<file path="src/rtl/conv_transposed_1d_scheduler.sv">
// Address sequencer for a transposed 1D convolution MAC datapath: scans (oc, o, ic, k), issues MACs then one FLUSH per output.
// Optional macro CONV_T1D_SCHED_PERF_EN builds the MAC/stall performance counters.
module conv_transposed_1d_scheduler #(
  parameter int IN_CH   = 2,
  parameter int OUT_CH  = 2,
  parameter int IN_LEN  = 4,
  parameter int KERNEL  = 3,
  parameter int STRIDE  = 2,
  parameter int PADDING = 0,
  parameter int OUT_PAD = 0,
  parameter int ADDR_W  = 16
) (
  input  logic              clk,
  input  logic              rst,
  input  logic              start,
  output logic              busy,
  output logic              done,
  output logic              iss_valid,
  input  logic              iss_ready,
  output logic              iss_op,
  output logic [ADDR_W-1:0] iss_in_addr,
  output logic [ADDR_W-1:0] iss_w_addr,
  output logic [ADDR_W-1:0] iss_out_addr,
  output logic [31:0]       perf_mac_cnt,
  output logic [31:0]       perf_stall_cnt
);
  localparam int L_OUT = (IN_LEN - 1) * STRIDE - 2 * PADDING + KERNEL + OUT_PAD;
  // t = o + PADDING - k is kept as floor quotient / remainder by STRIDE; these seed o = 0
  localparam int REM0 = PADDING % STRIDE;
  localparam int QUO0 = PADDING / STRIDE;

  typedef enum logic [2:0] {S_IDLE, S_SCAN, S_HOLD, S_FLUSH, S_DONE} state_t;

  state_t             state_reg;
  logic [31:0]        oc_reg, o_reg, ic_reg, k_reg;
  logic [31:0]        rem_o_reg, rem_reg;
  logic signed [31:0] quo_o_reg, quo_reg;
  logic [31:0]        rem_o_next;
  logic signed [31:0] quo_o_next;

  logic tap_valid, mac_valid, step_cand;

  assign tap_valid = (rem_reg == 32'd0) && (quo_reg >= 0) && (quo_reg < IN_LEN);
  assign mac_valid = ((state_reg == S_SCAN) && tap_valid) || (state_reg == S_HOLD);
  assign step_cand = ((state_reg == S_SCAN) && (!tap_valid || iss_ready)) ||
                     ((state_reg == S_HOLD) && iss_ready);

  assign iss_valid = mac_valid || (state_reg == S_FLUSH);
  assign iss_op    = (state_reg == S_FLUSH);
  assign busy      = (state_reg == S_SCAN) || (state_reg == S_HOLD) || (state_reg == S_FLUSH);
  assign done      = (state_reg == S_DONE);

  always_comb begin
    rem_o_next = rem_o_reg + 32'd1;
    quo_o_next = quo_o_reg;
    if (rem_o_reg == 32'(STRIDE - 1)) begin
      rem_o_next = 32'd0;
      quo_o_next = quo_o_reg + 32'sd1;
    end
  end

  always_comb begin
    iss_in_addr  = '0;
    iss_w_addr   = '0;
    iss_out_addr = '0;
    if (mac_valid) begin
      iss_in_addr = ADDR_W'(ic_reg * IN_LEN) + ADDR_W'(quo_reg);
      iss_w_addr  = ADDR_W'((ic_reg * OUT_CH + oc_reg) * KERNEL + k_reg);
    end
    if (iss_valid) begin
      iss_out_addr = ADDR_W'(oc_reg * L_OUT + o_reg);
    end
  end

  always_ff @(posedge clk) begin
    if (rst) begin
      state_reg <= S_IDLE;
      oc_reg    <= '0;
      o_reg     <= '0;
      ic_reg    <= '0;
      k_reg     <= '0;
      rem_o_reg <= '0;
      rem_reg   <= '0;
      quo_o_reg <= '0;
      quo_reg   <= '0;
    end else begin
      case (state_reg)
        S_IDLE: begin
          if (start) begin
            state_reg <= S_SCAN;
            oc_reg    <= '0;
            o_reg     <= '0;
            ic_reg    <= '0;
            k_reg     <= '0;
            rem_o_reg <= 32'(REM0);
            rem_reg   <= 32'(REM0);
            quo_o_reg <= 32'(QUO0);
            quo_reg   <= 32'(QUO0);
          end
        end
        S_SCAN, S_HOLD: begin
          if (step_cand) begin
            state_reg <= S_SCAN;
            if (k_reg == 32'(KERNEL - 1)) begin
              k_reg   <= '0;
              rem_reg <= rem_o_reg;
              quo_reg <= quo_o_reg;
              if (ic_reg == 32'(IN_CH - 1)) begin
                ic_reg    <= '0;
                state_reg <= S_FLUSH;
              end else begin
                ic_reg <= ic_reg + 32'd1;
              end
            end else begin
              // next tap lowers t by one
              k_reg <= k_reg + 32'd1;
              if (rem_reg == 32'd0) begin
                rem_reg <= 32'(STRIDE - 1);
                quo_reg <= quo_reg - 32'sd1;
              end else begin
                rem_reg <= rem_reg - 32'd1;
              end
            end
          end else if (state_reg == S_SCAN) begin
            state_reg <= S_HOLD;
          end
        end
        S_FLUSH: begin
          if (iss_ready) begin
            state_reg <= S_SCAN;
            if (o_reg == 32'(L_OUT - 1)) begin
              o_reg     <= '0;
              rem_o_reg <= 32'(REM0);
              rem_reg   <= 32'(REM0);
              quo_o_reg <= 32'(QUO0);
              quo_reg   <= 32'(QUO0);
              if (oc_reg == 32'(OUT_CH - 1)) begin
                oc_reg    <= '0;
                state_reg <= S_DONE;
              end else begin
                oc_reg <= oc_reg + 32'd1;
              end
            end else begin
              o_reg     <= o_reg + 32'd1;
              rem_o_reg <= rem_o_next;
              rem_reg   <= rem_o_next;
              quo_o_reg <= quo_o_next;
              quo_reg   <= quo_o_next;
            end
          end
        end
        S_DONE:  state_reg <= S_IDLE;
        default: state_reg <= S_IDLE;
      endcase
    end
  end

`ifdef CONV_T1D_SCHED_PERF_EN
  logic [31:0] mac_cnt_reg, stall_cnt_reg;

  always_ff @(posedge clk) begin
    if (rst) begin
      mac_cnt_reg   <= '0;
      stall_cnt_reg <= '0;
    end else if ((state_reg == S_IDLE) && start) begin
      mac_cnt_reg   <= '0;
      stall_cnt_reg <= '0;
    end else begin
      if (mac_valid && iss_ready) mac_cnt_reg <= mac_cnt_reg + 32'd1;
      if (iss_valid && !iss_ready) stall_cnt_reg <= stall_cnt_reg + 32'd1;
    end
  end

  assign perf_mac_cnt   = mac_cnt_reg;
  assign perf_stall_cnt = stall_cnt_reg;
`else
  assign perf_mac_cnt   = '0;
  assign perf_stall_cnt = '0;
`endif

endmodule

</file>
<file path="config.mk">
export PLATFORM = sky130hd
export DESIGN_NAME = conv_transposed_1d_scheduler
export DESIGN_NICKNAME = d
export VERILOG_FILES = /design/src/rtl/conv_transposed_1d_scheduler.sv
export SDC_FILE = /design/constraint.sdc
export NUM_CORES = 1
export LEC_CHECK = 0
export BUFFER_PORTS_ARGS = -buffer_cell sky130_fd_sc_hd__buf_4
export CORE_AREA = 2 2 223 225
export CTS_CLUSTER_DIAMETER = 80
export DETAILED_ROUTE_END_ITERATION = 6
export DIE_AREA = 0 0 225 227
export PLACE_DENSITY = 0.64
export SYNTH_ARGS = -nofsm -noshare
export SYNTH_HDL_FRONTEND = slang
export SYNTH_SLANG_ARGS = --single-unit
</file>
<file path="constraint.sdc">
create_clock -name clk -period 5.6 [get_ports clk]
set_clock_uncertainty 0.2 [all_clocks]
set_input_delay 0.56 -clock clk [delete_from_list [all_inputs] [get_ports clk]]
set_output_delay 0.56 -clock clk [all_outputs]
set_load 0.01 [all_outputs]
</file>
==> flow_summary_export.csv <==
group,metric,value,unit
power,pwr_density_cell,347,nW/um^2
timing,hold_viol_final,0,
global_routing,grt_use_met2,35.8,%
yosys,synth_compound_area_share,22.0,%
timing,finalCriticalPeriod,5.59,ns
timing,finalCritPeriodShare,99.8,%
floorplan,io_pins,120,
power,p_sw,3110,uW
timing,worstMarginPinSlew,1.29,ns
clock_network,numCtsBuffers,31,
status,status,"complete, no violations",
global_routing,grt_use_met1,32.7,%
yosys,synth_xor_area_share,6.23,%
detailed_routing,dr.first_iter.drc_count,1906,
placed_design,place_congestion,0.947,
final_layout,fillers,4833,
timing,slew_headroom,13.9,%
floorplan,die_area,51100,sq um
power,internal-power,4290,uW
yosys,ys_seq_elements,259,
power,leakagePower,0.00798,uW
timing,max_freq,0.179,GHz
floorplan,start_util,39.7,%
detailed_routing,ant_nets,0,
placed_design,place.port_buffers,55,
detailed_routing,vias,19400,
floorplan,die_w,225,um
yosys,yosysMostFrequentCell,"nor2_1",
global_routing,grt_start_max_net_pins,90,
yosys,syn_area,19300,sq um
floorplan,fp.dieH,227,um
global_routing,use_met3,3.30,%
yosys,synth_mux_area_share,0.208,%
job,max-cap-violations,0,
global_routing,grt.overflow.total,0,
min_path,hp-class,"primary input to register",
setup_path,cp_data_required_time,4.84,ns
placed_design,hpwlAfterDp,43.2,mm
power,seq_power_share,29.9,%
power,p_sw_share,42.0,%
global_routing,grt_antenna_before_repair,2,
yosys,synth_top_area_share,26.9,%
detailed_routing,drc,0,
yosys,async_flop_share,0,%
final_layout,drive_above_1_share,9.63,%
power,power.share.clock,28.0,%
clock_network,root_buffer,"clkbuf_16",
clock_network,cts_hold_buffers,0,
yosys,yosys.area_share.adder,8.52,%
detailed_routing,detail_route.vias_per_cell,5.98,
setup_path,crit_type,"register to output port",
setup_path,critPathCaptureType,"output port",
clock_network,clk_latency,0.60,ns
final_layout,layout.nets,2713,
timing,tns,0,ns
global_routing,grt_first_pass_wirelength,95.7,mm
timing,holdWs,0.152,ns
yosys,synthCells,2588,
clock_network,clk_path_buf_depth,3,
floorplan,coreArea,48500,sq um
final_layout,syn_to_final_growth,10.6,%
yosys,yosysTopAreaCell,"dfxtp_1",
yosys,synth_edf_count,0,
final_layout,multiInputGateArea,12900,sq um
final_layout,register_area,5210,sq um
detailed_routing,firstDrtPassIters,6,
global_routing,track_usage,23.1,%
floorplan,rows,81,
clock_network,htree_levels,1,
yosys,netlist_top_cells_count,"nor2_1, dfxtp_1, a21oi_1",
yosys,synth-simple-area-share,27.9,%
power,vdd.ir_drop.worst,0.249,mV
setup_path,start_kind,"register",
timing,slew_viol_final,0,
global_routing,busiest_layer,"met2",
clock_network,clock_sinks,259,
yosys,synthTopCellsByArea,"dfxtp_1, nor2_1, ha_1",
yosys,ys_warn_count,0,
yosys,synthDistinctLibCells,79,
yosys,ys.flop_type,"dfxtp_1",
detailed_routing,avgRoutedWirePerCell,18.6,um
setup_path,path_max_fanout,4,
global_routing,grt_pass1_vias,17500,
power,combPwrFrac,42.1,%
clock_network,cts_tree,"yes",
yosys,synth_top_family_by_area,"simple AND/OR/NAND/NOR gates",
detailed_routing,routed_wl,60.4,mm
timing,rsz0062_at_grt,"true",
timing,setup_viol,0,
clock_network,clk_pin_slew_worst_paths,0.06,ns
setup_path,arrival,4.83,ns
yosys,avgSynthCellArea,7.44,sq um
yosys,seq_area_frac_synth,26.9,%
## critical path, stage by stage (launching register included)
cell	delay [ns]
dfxtp_2	0.35
ha_4	0.14
inv_2	0.04
fa_2	0.36
nor2b_4	0.17
o2111ai_4	0.14
a31oi_2	0.23
a31o_2	0.20
a21o_1	0.16
a21oi_4	0.08
xor2_2	0.17
fa_2	0.38
xor2_2	0.17
xnor2_2	0.19
and3_1	0.20
a221o_1	0.33
or4_4	0.49
a21o_1	0.18
a21oi_2	0.14
buf_4	0.15
## metal layers
layer / wire, um / part of all wire [%]
met2: 26400 / 44
met1: 27200 / 45
met3: 5060 / 8.4
met5: 0 / 0
met4: 1760 / 2.9
## timing repair
item	in CTS	in global routing
resized for setup	25	21
setup buffers	7	1
pin swaps	12	13
setup endpoints to repair	2	5
## cell families after synthesis
logic type	count (synthesis)
fa+ha+maj	115
other cells	1
buf+inv	348
simple gates	1055
mux	4
compound gates	669
flops	259
xor+xnor	137
## metrics by stage
step	util (%)	setup slack (ns)	std cells	power [uW]	area, sq um
6_report	43.9	0.0113	3241	7400	21300
5_1_grt	43.9	-0.126	3240	7810	21300
4_1_cts	43.7	0.00218	3239	7370	21200
3_5_place_dp	41.3	0.150	3175	5280	20000
3_3_place_gp	41.3	0.329	3175	5240	20000
2_1_floorplan	-	0.496	2651	4340	19500
## placed cells by master, fill, tap and decap left out, types with 31 or more instances in the layout
cell / synthesis / final
nor2_1: 295 / 295
dfxtp_1: 259 / 243
a21oi_1: 187 / 183
o21ai_0: 166 / 163
nand2_1: 152 / 152
inv_1: 150 / 148
nor3_1: 127 / 126
buf_4: 65 / 107
nand3_1: 93 / 93
ha_1: 88 / 85
xnor2_1: 82 / 81
or3_1: 68 / 68
nor4_1: 67 / 67
conb_1: 1 / 64
nand4_1: 56 / 56
and3_1: 54 / 54
xor2_1: 55 / 52
a211oi_1: 50 / 49
a31oi_1: 45 / 44
clkbuf_16: 0 / 31
## path summary, 6_finish.rpt
kind | from | endpoint | slack, ns | cells after the start
hold / removal | iss_ready | state_reg[1]$_SDFFE_PP0P_ | 0.15 | 4
setup / recovery | ic_reg[0]$_SDFFE_PP0P_ | iss_w_addr[15] | 0.01 | 19
setup reg to reg | quo_reg[6]$_SDFFE_PP0P_ | k_reg[25]$_SDFFE_PP0P_ | 1.14 | 7
hold reg to reg | quo_reg[25]$_SDFFE_PP0P_ | quo_reg[25]$_SDFFE_PP0P_ | 0.28 | 2
## final cells by class
cell class | instances | area share (%)
Sequential cell | 259 | 24.5
Antenna cell | 1 | 0.0118
Tap cell | 622 | 3.65
Timing Repair Buffer | 107 | 3.77
Multi-Input combinational cell | 2044 | 60.6
Inverter | 151 | 2.66
Clock inverter | 12 | 0.552
Clock buffer | 45 | 4.31
## power by group through the flow
stage,Clock (uW),Combinational (uW),Sequential [uW]
final,2070,3110,2210
after global routing,2190,3380,2240
after CTS,2110,3050,2210
after detailed placement,0,3030,2250
after global placement,0,3000,2240
after floorplan,0,2160,2190
No activity file was read; power rests on OpenSTA's default activity.
